`src/rtl/pc_pkg.sv`:
```
// Shared opcode encodings for the next-PC selector.
// The fetch-stage decoder, the PC unit and the bench all import these.
package pc_pkg;

    localparam logic [2:0] OP_HOLD = 3'b000;
    localparam logic [2:0] OP_INC  = 3'b001;
    localparam logic [2:0] OP_JMP  = 3'b010;
    localparam logic [2:0] OP_BR   = 3'b011;
    localparam logic [2:0] OP_CALL = 3'b100;
    localparam logic [2:0] OP_RET  = 3'b101;

endpackage

```
`src/rtl/pc_ras_unit_if.sv`:
```
// Decoder-facing bus of the PC unit.
// The decoder side drives the control inputs and observes the PC and RAS status.
interface pc_ras_unit_if #(
    parameter int WIDTH = 6,
    parameter int DEPTH = 4,
    localparam int CW   = $clog2(DEPTH + 1)
);

    logic             en;
    logic [2:0]       op;
    logic             cond;
    logic [WIDTH-1:0] target;
    logic [WIDTH-1:0] offset;
    logic [WIDTH-1:0] pc;
    logic [CW-1:0]    ras_count;
    logic             ras_full;
    logic             ras_empty;
    logic             err;

    modport master (
        output en, op, cond, target, offset,
        input  pc, ras_count, ras_full, ras_empty, err
    );

    modport slave (
        input  en, op, cond, target, offset,
        output pc, ras_count, ras_full, ras_empty, err
    );

endinterface

```
`src/rtl/pc_ras.sv`:
```
// DEPTH x WIDTH return-address LIFO.
// A push while full and a pop while empty are silently ignored.
module pc_ras #(
    parameter int WIDTH = 6,
    parameter int DEPTH = 4,
    localparam int CW   = $clog2(DEPTH + 1)
) (
    input  logic             clk,
    input  logic             rst,
    input  logic             push,
    input  logic             pop,
    input  logic [WIDTH-1:0] din,
    output logic [WIDTH-1:0] top,
    output logic [CW-1:0]    count,
    output logic             full,
    output logic             empty
);

    localparam int AW = (DEPTH > 1) ? $clog2(DEPTH) : 1;

    logic [WIDTH-1:0] mem_q [DEPTH];
    logic [CW-1:0]    count_q;
    logic [CW-1:0]    count_d;
    logic             doPush;
    logic             doPop;
    logic [AW-1:0]    wrIdx;
    logic [AW-1:0]    topIdx;

    assign full   = (count_q == CW'(DEPTH));
    assign empty  = (count_q == '0);
    assign doPush = push && !full;
    assign doPop  = pop && !empty;
    assign wrIdx  = AW'(count_q);
    assign topIdx = AW'(count_q - CW'(1));

    always_comb begin
        count_d = count_q;
        if (doPush) begin
            count_d = count_q + CW'(1);
        end else if (doPop) begin
            count_d = count_q - CW'(1);
        end
    end

    always_ff @(posedge clk or posedge rst) begin
        if (rst) begin
            count_q <= '0;
        end else begin
            count_q <= count_d;
        end
    end

    // Entry storage needs no reset: occupancy alone decides what is valid.
    always_ff @(posedge clk) begin
        if (doPush) begin
            mem_q[wrIdx] <= din;
        end
    end

    assign top   = empty ? '0 : mem_q[topIdx];
    assign count = count_q;

endmodule

```
`src/rtl/pc_ras_unit.sv`:
```
// Fetch-stage program counter with opcode-driven next-PC mux and return-address stack.
// Define PC_OVF_TRAP_EN to redirect the PC to TRAP_VECTOR on a RAS overflow/underflow.
module pc_ras_unit
    import pc_pkg::*;
#(
    parameter int               WIDTH        = 6,
    parameter int               DEPTH        = 4,
    parameter logic [WIDTH-1:0] RESET_VECTOR = '0,
    parameter logic [WIDTH-1:0] TRAP_VECTOR  = '1
) (
    input logic             clk,
    input logic             rst,
    pc_ras_unit_if.slave    bus
);

`ifdef PC_OVF_TRAP_EN
    localparam bit TrapEn = 1'b1;
`else
    localparam bit TrapEn = 1'b0;
`endif

    localparam int CW = $clog2(DEPTH + 1);

    logic [WIDTH-1:0] pc_q;
    logic [WIDTH-1:0] pc_d;
    logic             err_q;
    logic             err_d;
    logic [WIDTH-1:0] pcPlusOne;
    logic [WIDTH-1:0] rasTop;
    logic [CW-1:0]    rasCount;
    logic             rasFull;
    logic             rasEmpty;
    logic             push;
    logic             pop;

    assign pcPlusOne = pc_q + WIDTH'(1);
    assign push      = bus.en && (bus.op == OP_CALL);
    assign pop       = bus.en && (bus.op == OP_RET);

    pc_ras #(
        .WIDTH (WIDTH),
        .DEPTH (DEPTH)
    ) u_ras (
        .clk   (clk),
        .rst   (rst),
        .push  (push),
        .pop   (pop),
        .din   (pcPlusOne),
        .top   (rasTop),
        .count (rasCount),
        .full  (rasFull),
        .empty (rasEmpty)
    );

    // Reserved opcodes fall into the default arm and advance like INC.
    always_comb begin
        pc_d  = pc_q;
        err_d = err_q;
        if (bus.en) begin
            case (bus.op)
                OP_HOLD: pc_d = pc_q;
                OP_JMP:  pc_d = bus.target;
                OP_BR:   pc_d = bus.cond ? (pc_q + bus.offset) : pcPlusOne;
                OP_CALL: begin
                    pc_d = bus.target;
                    if (rasFull) begin
                        err_d = 1'b1;
                        if (TrapEn) pc_d = TRAP_VECTOR;
                    end
                end
                OP_RET: begin
                    if (rasEmpty) begin
                        err_d = 1'b1;
                        pc_d  = TrapEn ? TRAP_VECTOR : pcPlusOne;
                    end else begin
                        pc_d = rasTop;
                    end
                end
                default: pc_d = pcPlusOne;
            endcase
        end
    end

    always_ff @(posedge clk or posedge rst) begin
        if (rst) begin
            pc_q  <= RESET_VECTOR;
            err_q <= 1'b0;
        end else begin
            pc_q  <= pc_d;
            err_q <= err_d;
        end
    end

    assign bus.pc        = pc_q;
    assign bus.err       = err_q;
    assign bus.ras_count = rasCount;
    assign bus.ras_full  = rasFull;
    assign bus.ras_empty = rasEmpty;

endmodule

```
`src/flat_wrapper.sv`:
```
// flat-port wrapper written by rule: the top's interface ports become plain ports
module pc_ras_unit_flat import pc_pkg::*;
#(
    parameter int               WIDTH        = 6,
    parameter int               DEPTH        = 4,
    parameter logic [WIDTH-1:0] RESET_VECTOR = '0,
    parameter logic [WIDTH-1:0] TRAP_VECTOR  = '1
)
  (clk, rst, bus_en, bus_op, bus_cond, bus_target, bus_offset, bus_pc, bus_ras_count, bus_ras_full, bus_ras_empty, bus_err);
  pc_ras_unit_if #(.WIDTH(WIDTH), .DEPTH(DEPTH)) bus_i ();
  input logic clk;
  input logic rst;
  input wire logic [$bits(bus_i.en)-1:0] bus_en;
  input wire logic [$bits(bus_i.op)-1:0] bus_op;
  input wire logic [$bits(bus_i.cond)-1:0] bus_cond;
  input wire logic [$bits(bus_i.target)-1:0] bus_target;
  input wire logic [$bits(bus_i.offset)-1:0] bus_offset;
  output wire logic [$bits(bus_i.pc)-1:0] bus_pc;
  output wire logic [$bits(bus_i.ras_count)-1:0] bus_ras_count;
  output wire logic [$bits(bus_i.ras_full)-1:0] bus_ras_full;
  output wire logic [$bits(bus_i.ras_empty)-1:0] bus_ras_empty;
  output wire logic [$bits(bus_i.err)-1:0] bus_err;
  assign bus_i.en = bus_en;
  assign bus_i.op = bus_op;
  assign bus_i.cond = bus_cond;
  assign bus_i.target = bus_target;
  assign bus_i.offset = bus_offset;
  assign bus_pc = bus_i.pc;
  assign bus_ras_count = bus_i.ras_count;
  assign bus_ras_full = bus_i.ras_full;
  assign bus_ras_empty = bus_i.ras_empty;
  assign bus_err = bus_i.err;
  pc_ras_unit #(.WIDTH(WIDTH), .DEPTH(DEPTH), .RESET_VECTOR(RESET_VECTOR), .TRAP_VECTOR(TRAP_VECTOR)) u_core (.clk(clk), .rst(rst), .bus(bus_i));
endmodule
```
`config.mk`:
```
export PLATFORM = sky130hd
export DESIGN_NAME = pc_ras_unit_flat
export DESIGN_NICKNAME = d
export VERILOG_FILES = /design/src/rtl/pc_pkg.sv /design/src/rtl/pc_ras_unit_if.sv /design/src/rtl/pc_ras.sv /design/src/rtl/pc_ras_unit.sv /design/src/flat_wrapper.sv
export SDC_FILE = /design/constraint.sdc
export NUM_CORES = 1
export LEC_CHECK = 0
export CAP_MARGIN = 0
export CORE_MARGIN = 4
export CORE_UTILIZATION = 57
export CTS_CLUSTER_DIAMETER = 100
export DETAILED_ROUTE_END_ITERATION = 8
export PLACE_DENSITY = 0.89
export REMOVE_ABC_BUFFERS = 1
export SLEW_MARGIN = 5
export SYNTH_ARGS = -nofsm -noshare
export SYNTH_HDL_FRONTEND = slang
export SYNTH_SLANG_ARGS = --single-unit
```
`constraint.sdc`:
```
create_clock -name clk -period 5.34 [get_ports clk]
set_input_delay 1.068 -clock clk [delete_from_list [all_inputs] [get_ports clk]]
set_output_delay 1.068 -clock clk [all_outputs]
set_load 0.03 [all_outputs]
```
# == After elaboration in Yosys (flattened, before gate mapping) ==
# Memory sizes are Yosys's and may differ from the RTL's.
# Index checks and enable logic that the tools add are counted.
# word_totals
reg_bits,10
ram_bits,24
inputBits,19
output_inout_bits,12
elab_cells,39
memories,1
# classes
n_addsub,4
eq_ne,7
n_mux,10
n_bitwise,1
reduce_logical,13
# mem_list
name,depth,width,rd,rd_ports_with_merged_regs,write_ports,line,rtl
u_core.u_ras.mem_q,4,6,1,0,1,pc_ras.sv:21,logic [WIDTH-1:0] mem_q [DEPTH];
# op_table
cell,count
$pmux W6 S4,1
$mux W6,2
$eq A3 B3 Y1 const B,3
$add A6 B1 Y6 const B,1
$add A6 B6 Y6,1
$eq A3 B2 Y1 const B,2
$logic_not A3 Y1,2
$mux W3,2
$logic_and A1 B1 Y1,4
$mux W1,4
$ne A2 B2 Y1 const B,2
$reduce_and A4 Y1,1
$reduce_bool A2 Y1,2
$add A3 B1 Y3 const B,1
$sub A3 B1 Y3 const B,1
$logic_not A1 Y1,2
$pmux W1 S2,1
$reduce_and A2 Y1,1
$reduce_or A2 Y1,1
$not A1 Y1,1

# == Longest topological paths before layout ==
# Gate-level depths: netlist of the first run.
# depth
word_depth,5
mapped_depth,9
mapped_depth_nobuf,7

# == By module ==
# A second synthesis of the first run with hierarchy kept.
# hier_totals
cells_unflattened,181
hier_area_um2,2094.5
# by_module_without_submodules
module,n_inst,cells_per_inst,area_per_inst_um2,seq_area_each_um2
pc_ras,1,70,1192.4,795.8
pc_ras_unit,1,111,902.1,175.2

# == Worst setup path after synthesis of the first run ==
# OpenSTA, ideal clock, no wires.
# synth_timing
path_type,register to output
startpoint,"register u_core.u_ras.count_q[0], in the netlist u_core.u_ras.count[0]"
endpoint,output bus_ras_empty
arrival_ns,1.575
required_ns,4.272
setup_slack_ns,2.697
stages_incl_launch_ff,5
n_path_buf,1
cell_sequence,dfrtp_1 > buf_6 > inv_1 > ha_1 > nor2b_1
# synth_via
elab_chain_cells,1
# synth_rtl
element,line,rtl
start: declaration,pc_ras.sv:22,logic [CW-1:0] count_q;
start signal: assignment,pc_ras.sv:49,count_q <= count_d;
$logic_not A3 Y1,pc_ras.sv:30,assign empty = (count_q == '0);
end: declaration,flat_wrapper.sv:21,output wire logic [$bits(bus_i.ras_empty)-1:0] bus_ras_empty;
# No other way between the ends.

# == Worst setup path in the final report of the first run ==
# Ends and elaborated chain as after synthesis.

==> results of run 1 <==
-- stage by stage --
| stage | hold slack (ps) | instance area [um^2] | power [mW] | std cells | utilization [%] |
|---|---|---|---|---|---|
| floorplan | 657 | 1930 | 0.734 | 155 | - |
| global placement | 454 | 2290 | 0.890 | 231 | 68.5 |
| detailed placement | 454 | 2290 | 0.911 | 231 | 68.5 |
| CTS | 479 | 2350 | 1.06 | 239 | 70.3 |
| global route | 522 | 2350 | 1.12 | 239 | 70.3 |
| finish | 477 | 2350 | 1.05 | 239 | 70.3 |
-- cells by family (layout without fill, tap and decap cells) --
group | count (synthesis) | count (layout)
compound gates | 38 | 38
xor+xnor | 9 | 9
fa+ha+maj | 15 | 15
buf+inv | 18 | 48
flops | 34 | 34
mux | 10 | 10
simple gates | 39 | 39
-- where the power goes --
part / internal (mW) / total [mW] / switching [mW]
Sequential: 0.344 / 0.401 / 0.0575
Combinational: 0.231 / 0.506 / 0.275
Clock: 0.0649 / 0.144 / 0.0792
Total: 0.640 / 1.05 / 0.412
-- final timing paths --
path,start,end,slack [ps]
worst max-delay path,u_core.u_ras.count[0]$_DFFE_PP0P_,bus_ras_empty,1870
worst min-delay path,u_core.bus.err$_DFFE_PP0P_,u_core.bus.err$_DFFE_PP0P_,480
worst max register to register,u_core.u_ras.count[0]$_DFFE_PP0P_,u_core.bus.pc[0]$_DFFE_PP0P_,2850
worst min register to register,u_core.bus.err$_DFFE_PP0P_,u_core.bus.err$_DFFE_PP0P_,480
max in group asynchronous,rst,u_core.bus.pc[4]$_DFFE_PP0P_,4020
min in group asynchronous,rst,u_core.bus.pc[5]$_DFFE_PP0P_,1010
-- layout make-up --
| type | count | area (um^2) | area share, % |
|---|---|---|---|
| inverters | 10 | 37.5 | 1.60 |
| well taps | 46 | 57.6 | 2.45 |
| repair buffers | 30 | 300 | 12.8 |
| multi-input cells | 111 | 921 | 39.3 |
| clock buffers | 8 | 58.8 | 2.51 |
| flip-flops and latches | 34 | 971 | 41.4 |
-- cells in the final DEF, fill, tap and decap left out, types with 3 or more instances in the layout --
cell type / instances
sky130_fd_sc_hd__o21ai_0: 6
sky130_fd_sc_hd__xnor2_1: 7
sky130_fd_sc_hd__nor2b_1: 4
sky130_fd_sc_hd__ha_1: 11
sky130_fd_sc_hd__nand2_1: 7
sky130_fd_sc_hd__inv_1: 9
sky130_fd_sc_hd__maj3_1: 3
sky130_fd_sc_hd__mux2i_1: 3
sky130_fd_sc_hd__clkdlybuf4s50_1: 30
sky130_fd_sc_hd__nor2_1: 7
sky130_fd_sc_hd__nand2b_1: 5
sky130_fd_sc_hd__dfrtp_1: 10
sky130_fd_sc_hd__and3_1: 6
sky130_fd_sc_hd__a21oi_1: 7
sky130_fd_sc_hd__nand3_1: 3
sky130_fd_sc_hd__edfxtp_1: 24
sky130_fd_sc_hd__a21o_1: 3
sky130_fd_sc_hd__mux4_2: 6
sky130_fd_sc_hd__clkbuf_4: 5
-- per-layer routing --
| layer | GRT usage (%) | share of wire [%] |
|---|---|---|
| met1 | 26.7 | 41 |
| met2 | 37.6 | 51 |
| met3 | 3.88 | 7.1 |
| met4 | 10.4 | 1.8 |
| met5 | 0 | 0 |
-- state kept, by name, summed over array words and instances (netlist names) --
signal	count
u_core.u_ras.mem_q	24
u_core.bus.pc	6
u_core.u_ras.count	3
u_core.bus.err	1
==> results.tsv, run 1 <==
metric	value	unit
die_w	66.9	um
synth_top_flop_cell	sky130_fd_sc_hd__edfxtp_1	
final-hold-violation-count	0	
starting_density_of_the_core	59.2	%
post_synth_num_cell_types	48	
synthAdderAreaFrac	9.50	%
power.static_leakage	0.880	nW
clock_path_buffers	2	
count_of_antenna_diodes_in_the_layout	0	
final_nets	223	
place_congestion	0.915	
clkSlewWorstSetupHoldPaths	110	ps
worst_setup_skew_after_layout	15.9	ps
gr_usage_total	22.0	%
clock-sinks	34	
postSynthCellCount	163	
grt_first_pass_wirelength	7020	um
first_iter_violations	139	
mappedNetlistArea	0.00198	mm^2
routed_wirelength	4420	um
period_minus_slack	3470	ps
cts_resized	0	
drt-vias-per-instance	6.01	
cp-start-kind	flop	
synth_top_cell_by_area	sky130_fd_sc_hd__edfxtp_1	
io_buffer_count	30	
synth_top_cells_by_count	24 x sky130_fd_sc_hd__edfxtp_1, 11 x sky130_fd_sc_hd__ha_1, 10 x sky130_fd_sc_hd__dfrtp_1	
timing.max_slew.rel_slack	55.6	%
synth_top_family_by_area	compound AO/OA/AOI/OAI gates	
worst_slack	1870	ps
unrepaired_setup_endpoints_after_global_routing	false	
cts_buffer_count	5	
critical-path-slowest-cell	sky130_fd_sc_hd__clkdlybuf4s50_1	
ys_ff_latch	34	
cts_setup_buffers	0	
critical_path_cell_list	inv_1, ha_1, nor2b_1, clkdlybuf4s50_1	
cp_top_family	buffers and inverters	
setup.worst_path.class	flop to output pin	
area_growth	18.7	%
synth_most_common_cell	sky130_fd_sc_hd__edfxtp_1	
max_cap_viols	0	
dieArea	0.00447	mm^2
core.rowCount	21	
critical_path_arrival	2400	ps
grt_start_max_net_pins	15	
critical_path_depth	4	
crit_path_end_kind	output pin	
synthTopCellsByArea	sky130_fd_sc_hd__edfxtp_1 36%, sky130_fd_sc_hd__dfrtp_1 13%, sky130_fd_sc_hd__ha_1 7.0%, sky130_fd_sc_hd__mux4_2 6.8%, sky130_fd_sc_hd__xnor2_1 3.1%	
slowest_stage_delay_cp	750	ps
pre_cts_ws	2160	ps
grt_antenna_before_repair	0	
yosysSeqAreaShare	49.1	%
synth_mux_area_share	8.93	%
synth-simple-area-share	11.0	%
worst_ir_drop_vdd	315	uV
fp.coreArea	0.00334	mm^2
grt_overflow	0	
min_period_over_period	64.9	%
max_slew.worst_pin.slew	663	ps
i_o_pins	31	
synth-edff-count	24	
setup_viol	0	
tritoncts_clock_tree	done	
wire_per_inst	18.5	um
pwr_density_cell	448	mW/mm^2
synth_xor_area_share	3.99	%
number_of_remaining_drc_errors	0	
postCtsHoldBufs	0	
vias_in_the_first_global_route	1433	
cp_max_fo	11	
dieHeight	66.9	um
insertion_delay	330	ps
cp_data_required_time	4270	ps
cts_htree_levels	2	
number_of_routed_nets_with_antenna_violations	0	
num-fill-cells	248	
final_layout_size_suffix_gt1_share	8.81	%
ctsRootBufferMaster	sky130_fd_sc_hd__clkbuf_4	
path_buf_inv	2	
status	complete, no violations	
drt_pass1_iterations	4	
synth-compound-area-share	13.2	%
syn_avg_cell_area	12.1	um^2
synth_top_cell_area_share	36.5	%
timing.hold.worst.class	flop to flop	
ff2ff_path_depth	6	
timing_max_transition_violations_final	0	
asyncSetResetFlopFracSynth	29.4	%
holdPathStages	1	
final.setup.tns	0	ps
detailedPlacementHpwl	3330	um
routed-via-count	1436	
max_clock_freq	0.289	GHz
ys_warn_count	0	
Note: power is estimated with default switching activity, not from simulation.
==> run 2: changes to the inputs <==
--- a/config.mk
+++ b/config.mk
@@ -7,10 +7,10 @@
 export LEC_CHECK = 0
 export CAP_MARGIN = 0
 export CORE_MARGIN = 4
-export CORE_UTILIZATION = 57
+export CORE_UTILIZATION = 53
 export CTS_CLUSTER_DIAMETER = 100
 export DETAILED_ROUTE_END_ITERATION = 8
-export PLACE_DENSITY = 0.89
+export PLACE_DENSITY = 0.84
 export REMOVE_ABC_BUFFERS = 1
 export SLEW_MARGIN = 5
 export SYNTH_ARGS = -nofsm -noshare
==> constraint.sdc (replaced) <==
create_clock -name clk -period 3.65 [get_ports clk]
set_input_delay 0.73 -clock clk [delete_from_list [all_inputs] [get_ports clk]]
set_output_delay 0.73 -clock clk [all_outputs]
set_load 0.03 [all_outputs]
==> results.tsv, run 2 (synthesis results as in run 1) <==
metric	value	unit	change
commonest_non_fill_non_tap_cell_in_the_layout	sky130_fd_sc_hd__clkdlybuf4s50_1		
wire_per_inst	19.1	um	+3.1%
ctsRootBufferMaster	sky130_fd_sc_hd__clkbuf_8		
grt_start_max_net_pins	15		unchanged
starting_density_of_the_core	57.0	%	-2.2 points
dieArea	0.00477	mm^2	+6.6%
routed-via-count	1430		-0.42%
critical_path.endpoint	bus_ras_empty		
ff2ff_path_depth	5		-1
final_total_power	1.60	mW	+52%
first_iter_violations	91		-35%
setup.worst_path.class	flop to output pin		
grt_first_pass_wirelength	7690	um	+9.5%
number_of_remaining_drc_errors	0		unchanged
drt_pass1_iterations	5		+1
final_nets	223		unchanged
worst_r2r_startpoint	u_core.u_ras.count[0]$_DFFE_PP0P_		
grt_antenna_before_repair	0		unchanged
fp.coreArea	0.00347	mm^2	+3.9%
grt_overflow	0		unchanged
cts_setup_buffers	0		unchanged
timing.max_slew.rel_slack	54.0	%	-1.5 points
largest_reg_flops	24		unchanged
regMostFlops	u_core.u_ras.mem_q		
die_w	69.1	um	+3.3%
worst_setup_skew_after_layout	5.73	ps	-10.2 ps
routed_wirelength	4560	um	+3.1%
cts_resized	0		unchanged
cp_max_fo	11		unchanged
cp-start-kind	flop		
setup_viol	0		unchanged
timing.hold.worst.class	flop to flop		
final.setup.tns	0	ps	unchanged
final_layout_size_suffix_gt1_share	9.33	%	+0.52 points
core.rowCount	21		unchanged
io_buffer_count	30		unchanged
timing.hold.worst.start	u_core.bus.err$_DFFE_PP0P_		
timing_max_transition_violations_final	0		unchanged
max_slew.worst_pin.slew	686	ps	+23.0 ps
critical_path_arrival	2340	ps	-60 ps
worst_ir_drop_vdd	399	uV	+27%
power.static_leakage	0.889	nW	+1.0%
worstSetupStartpoint	u_core.u_ras.count[0]$_DFFE_PP0P_		
tritoncts_clock_tree	done		
drt-vias-per-instance	5.98		-0.42%
crit_path_end_kind	output pin		
number_of_routed_nets_with_antenna_violations	0		unchanged
place_congestion	0.877		-4.2%
worst_hold_slack	482	ps	+5.15 ps
area_growth	20.1	%	
critical_path.reg2reg.endpoint	u_core.u_ras.mem_q[2][4]$_DFFE_PP_		
dieHeight	69.1	um	+3.3%
status	complete, no violations		
clock-sinks	34		unchanged
cts_htree_levels	2		unchanged
detailedPlacementHpwl	3530	um	+5.8%
final_cell_mix	30 x sky130_fd_sc_hd__clkdlybuf4s50_1, 24 x sky130_fd_sc_hd__edfxtp_1, 11 x sky130_fd_sc_hd__ha_1, 10 x sky130_fd_sc_hd__dfrtp_1, 9 x sky130_fd_sc_hd__inv_1		
max_cap_viols	0		unchanged
setup.reg_to_reg.worst_slack	1170	ps	-1680 ps
unrepaired_setup_endpoints_after_global_routing	false		
pwr_density_cell	674	mW/mm^2	+50%
period_minus_slack	3070	ps	
vias_in_the_first_global_route	1537		+7.3%
cp_data_required_time	2920	ps	-1350 ps
insertion_delay	280	ps	-50 ps
cts_buffer_count	5		unchanged
i_o_pins	31		unchanged
clkSlewWorstSetupHoldPaths	70	ps	-40 ps
gr_usage_total	20.5	%	-1.4 points
postCtsHoldBufs	0		unchanged
max_clock_freq	0.325	GHz	
final-hold-violation-count	0		unchanged
clock_path_buffers	2		unchanged
min_period_over_period	84.2	%	
count_of_antenna_diodes_in_the_layout	0		unchanged
## run 2: changes by cell type in the layout (fill, tap and decap cells not counted), sizes merged
cell / delta
clkinv: +2
clkbuf: -3
clkinvlp: +1
## run 2: worst min path at each step
| stage | cells after the start | endpoint |
|---|---|---|
| 4_1_cts | 1 | u_core.bus.err$_DFFE_PP0P_ |
| 2_1_floorplan | 1 | u_core.bus.err$_DFFE_PP0P_ |
| 3_5_place_dp | 1 | u_core.bus.err$_DFFE_PP0P_ |
| 6_report | 1 | u_core.bus.err$_DFFE_PP0P_ |
| 5_1_grt | 1 | u_core.bus.err$_DFFE_PP0P_ |
| 3_3_place_gp | 1 | u_core.bus.err$_DFFE_PP0P_ |
## run 2: final cells by class
class	count	area (um^2)
Fill cell	287	1100
Multi-Input combinational cell	111	921
Clock inverter	3	16.3
Clock buffer	5	68.8
Sequential cell	34	971
Tap cell	46	57.6
Timing Repair Buffer	30	300
Inverter	10	37.5
## run 2: worst max-delay path: stages (launching register included)
cell and delay (ps):
sky130_fd_sc_hd__dfrtp_1 570, sky130_fd_sc_hd__inv_1 200, sky130_fd_sc_hd__ha_1 200, sky130_fd_sc_hd__nor2b_1 340
sky130_fd_sc_hd__clkdlybuf4s50_1 740
## run 2: power breakdown
part           switching [mW]  leakage (nW)  internal (mW)
sequential             0.0889         0.328          0.504
combinational           0.405         0.519          0.339
clock                   0.132        0.0416          0.130
total                   0.626         0.889          0.973
## run 2: through the flow
| step | worst slack [ps] | util, % | cells | instance area, um^2 |
|---|---|---|---|---|
| global placement | 890 | 65.9 | 231 | 2290 |
| floorplan | 1150 | - | 155 | 1930 |
| CTS | 557 | 68.4 | 239 | 2370 |
| finish | 575 | 68.4 | 239 | 2370 |
| global route | 430 | 68.4 | 239 | 2370 |
| detailed placement | 792 | 65.9 | 231 | 2290 |
## run 2: layer usage
layer / up-vias / wire [um] / track usage [%]
met2: 57 / 2330 / 33.8
li1: 671 / - / -
met5: - / 0 / 0
met1: 688 / 1800 / 24.7
met3: 14 / 266 / 6.10
met4: 0 / 159 / 9.54
==> run 3: changes to the inputs <==
--- a/config.mk
+++ b/config.mk
@@ -7,10 +7,10 @@
 export LEC_CHECK = 0
 export CAP_MARGIN = 0
 export CORE_MARGIN = 4
-export CORE_UTILIZATION = 53
+export CORE_UTILIZATION = 48
 export CTS_CLUSTER_DIAMETER = 100
 export DETAILED_ROUTE_END_ITERATION = 8
-export PLACE_DENSITY = 0.84
+export PLACE_DENSITY = 0.8
 export REMOVE_ABC_BUFFERS = 1
 export SLEW_MARGIN = 5
 export SYNTH_ARGS = -nofsm -noshare
==> constraint.sdc (replaced) <==
create_clock -name clk -period 2.62 [get_ports clk]
set_input_delay 0.524 -clock clk [delete_from_list [all_inputs] [get_ports clk]]
set_output_delay 0.524 -clock clk [all_outputs]
set_load 0.03 [all_outputs]
==> results.tsv, run 3 (synthesis results as in run 1) <==
metric	value	unit	change
status	complete, no violations		
vias_in_the_first_global_route	1544		+0.46%
max_clock_freq	0.404	GHz	
i_o_pins	31		unchanged
dieHeight	72.2	um	+4.5%
seq_power_share	31.6	%	-5.5 points
use_met2	34.6	%	+0.79 points
number_of_remaining_drc_errors	0		unchanged
place_congestion	0.956		+9.0%
core.rowCount	23		+9.5%
clock-sinks	34		unchanged
min_period_over_period	94.5	%	
comb_power_share	44.8	%	-1.7 points
drt-vias-per-instance	5.95		-0.52%
switchingPower	0.899	mW	+44%
grt_start_max_net_pins	15		unchanged
critical-path-slowest-cell	sky130_fd_sc_hd__clkdlybuf4s50_1		
path_buf_inv	2		unchanged
final_total_power	2.49	mW	+56%
clock_path_buffers	2		unchanged
routed_wirelength	4760	um	+4.3%
final_nets	231		+3.6%
regMostFlops	u_core.u_ras.mem_q		
final_cell_mix	29 x sky130_fd_sc_hd__clkdlybuf4s50_1, 24 x sky130_fd_sc_hd__edfxtp_1, 11 x sky130_fd_sc_hd__ha_1, 10 x sky130_fd_sc_hd__dfrtp_1, 9 x sky130_fd_sc_hd__inv_1		
dieArea	0.00521	mm^2	+9.2%
cp-start-kind	flop		
slowest_stage_delay_cp	690	ps	-50 ps
grt_antenna_before_repair	0		unchanged
max_slew.worst_pin.slew	567	ps	-119 ps
pwr_density_cell	1000	mW/mm^2	+48%
period_minus_slack	2480	ps	
clkSlewWorstSetupHoldPaths	80	ps	about the same
grt_overflow	0		unchanged
commonest_non_fill_non_tap_cell_in_the_layout	sky130_fd_sc_hd__clkdlybuf4s50_1		
timing.hold.worst.class	flop to flop		
register_area	971	um^2	unchanged
drt_pass1_iterations	4		-1
final.setup.tns	0	ps	unchanged
unrepaired_setup_endpoints_after_global_routing	false		
worst_ir_drop_vdd	562	uV	+41%
max_cap_viols	0		unchanged
die_w	72.2	um	+4.5%
setup_viol	0		unchanged
grt_busiest_layer	met2		
timing_max_transition_violations_final	0		unchanged
io_buffer_count	30		unchanged
p_int	1.60	mW	+64%
multi_input_area	921	um^2	unchanged
tritoncts_clock_tree	done		
cp_data_required_time	2100	ps	-820 ps
power.clock.fraction	23.6	%	+7.2 points
first_iter_violations	105		+15%
number_of_routed_nets_with_antenna_violations	0		unchanged
globalRouteMet3Util	3.46	%	-2.6 points
power.static_leakage	0.970	nW	+9.1%
swShare	36.0	%	-3.1 points
gr_usage_total	19.7	%	-0.83 points
final-hold-violation-count	0		unchanged
timing.max_slew.rel_slack	61.9	%	+7.9 points
cp_max_fo	6		-5
cts_buffer_count	5		unchanged
cts_htree_levels	2		unchanged
ctsRootBufferMaster	sky130_fd_sc_hd__clkbuf_8		
crit_path_end_kind	output pin		
insertion_delay	290	ps	about the same
critical_path_arrival	1950	ps	-390 ps
detailedPlacementHpwl	3530	um	+0.23%
cp_top_family	buffers and inverters		
fp.coreArea	0.00400	mm^2	+15%
area_growth	26.2	%	
worst_setup_skew_after_layout	5.38	ps	-0.354 ps
grt_first_pass_wirelength	7670	um	-0.27%
critical_path_cell_list	inv_1, ha_1, and2_1, clkdlybuf4s50_1		
count_of_antenna_diodes_in_the_layout	0		unchanged
gr-usage-met1	24.1	%	-0.55 points
starting_density_of_the_core	49.4	%	-7.6 points
num-fill-cells	309		+7.7%
largest_reg_flops	24		unchanged
routed-via-count	1494		+4.5%
final_layout_size_suffix_gt1_share	13.4	%	+4.1 points
wire_per_inst	18.9	um	-0.73%
setup.worst_path.class	flop to output pin		
run 3: power groups by stage:
stage / clock network, mW / registers (mW) / logic (mW)
detailed placement: 0 / 0.799 / 1.12
global placement: 0 / 0.792 / 1.08
finish: 0.587 / 0.788 / 1.12
CTS: 0.593 / 0.788 / 1.13
floorplan: 0 / 0.913 / 0.583
global route: 0.618 / 0.800 / 1.22
run 3: repair_timing:
action | 4_1_cts | 5_1_grt
buffers inserted | 0 | 0
hold buffers | 0 | 0
endpoints found under the setup margin | 0 | 1
endpoints found under the hold margin | 0 | 0
gates resized for setup | 0 | 1
run 3: final timing paths:
check	from	endpoint	slack [ps]	cells after the start
min	u_core.bus.err$_DFFE_PP0P_	u_core.bus.err$_DFFE_PP0P_	500	1
max in group asynchronous	rst	u_core.u_ras.count[0]$_DFFE_PP0P_	1750	2
max reg2reg	u_core.u_ras.count[1]$_DFFE_PP0P_	u_core.u_ras.mem_q[1][5]$_DFFE_PP_	460	5
min reg2reg	u_core.bus.err$_DFFE_PP0P_	u_core.bus.err$_DFFE_PP0P_	500	1
min in group asynchronous	rst	u_core.u_ras.count[1]$_DFFE_PP0P_	540	2
max	u_core.u_ras.count[1]$_DFFE_PP0P_	bus_ras_full	140	4
run 3: area by class of cell:
cell class / count / area share, %
clock buffer: 5 / 2.76
clock inverter: 3 / 2.76
inverter: 10 / 1.51
multi-input combinational: 111 / 36.9
sequential: 34 / 39.0
tap: 50 / 2.51
timing repair buffer: 38 / 14.6
run 3: worst reg2reg max path, stage by stage (launching register included):
cell                      delay [ps]
sky130_fd_sc_hd__dfrtp_1         450
sky130_fd_sc_hd__inv_1           120
sky130_fd_sc_hd__ha_1            230
sky130_fd_sc_hd__and2_1          190
sky130_fd_sc_hd__nor3_2          390
sky130_fd_sc_hd__and3_1          450
run 3: through the flow:
stage / util [%] / cell area [um^2] / hold WS (ps) / worst slack (ps) / std cells
final: 62.3 / 2490 / 504 / 143 / 251
after global routing: 62.3 / 2490 / 522 / 41.6 / 251
after global placement: 58.8 / 2350 / 458 / 132 / 243
after floorplan: - / 1930 / 364 / 124 / 155
after CTS: 62.2 / 2490 / 497 / 115 / 251
after detailed placement: 58.8 / 2350 / 473 / 80.7 / 243
run 3: routing by layer:
| layer | vias up | wire (um) |
|---|---|---|
| met2 | 41 | 2500 |
| met1 | 759 | 1930 |
| met3 | 6 | 251 |
| li1 | 688 | - |
| met5 | - | 0 |
| met4 | 0 | 74 |
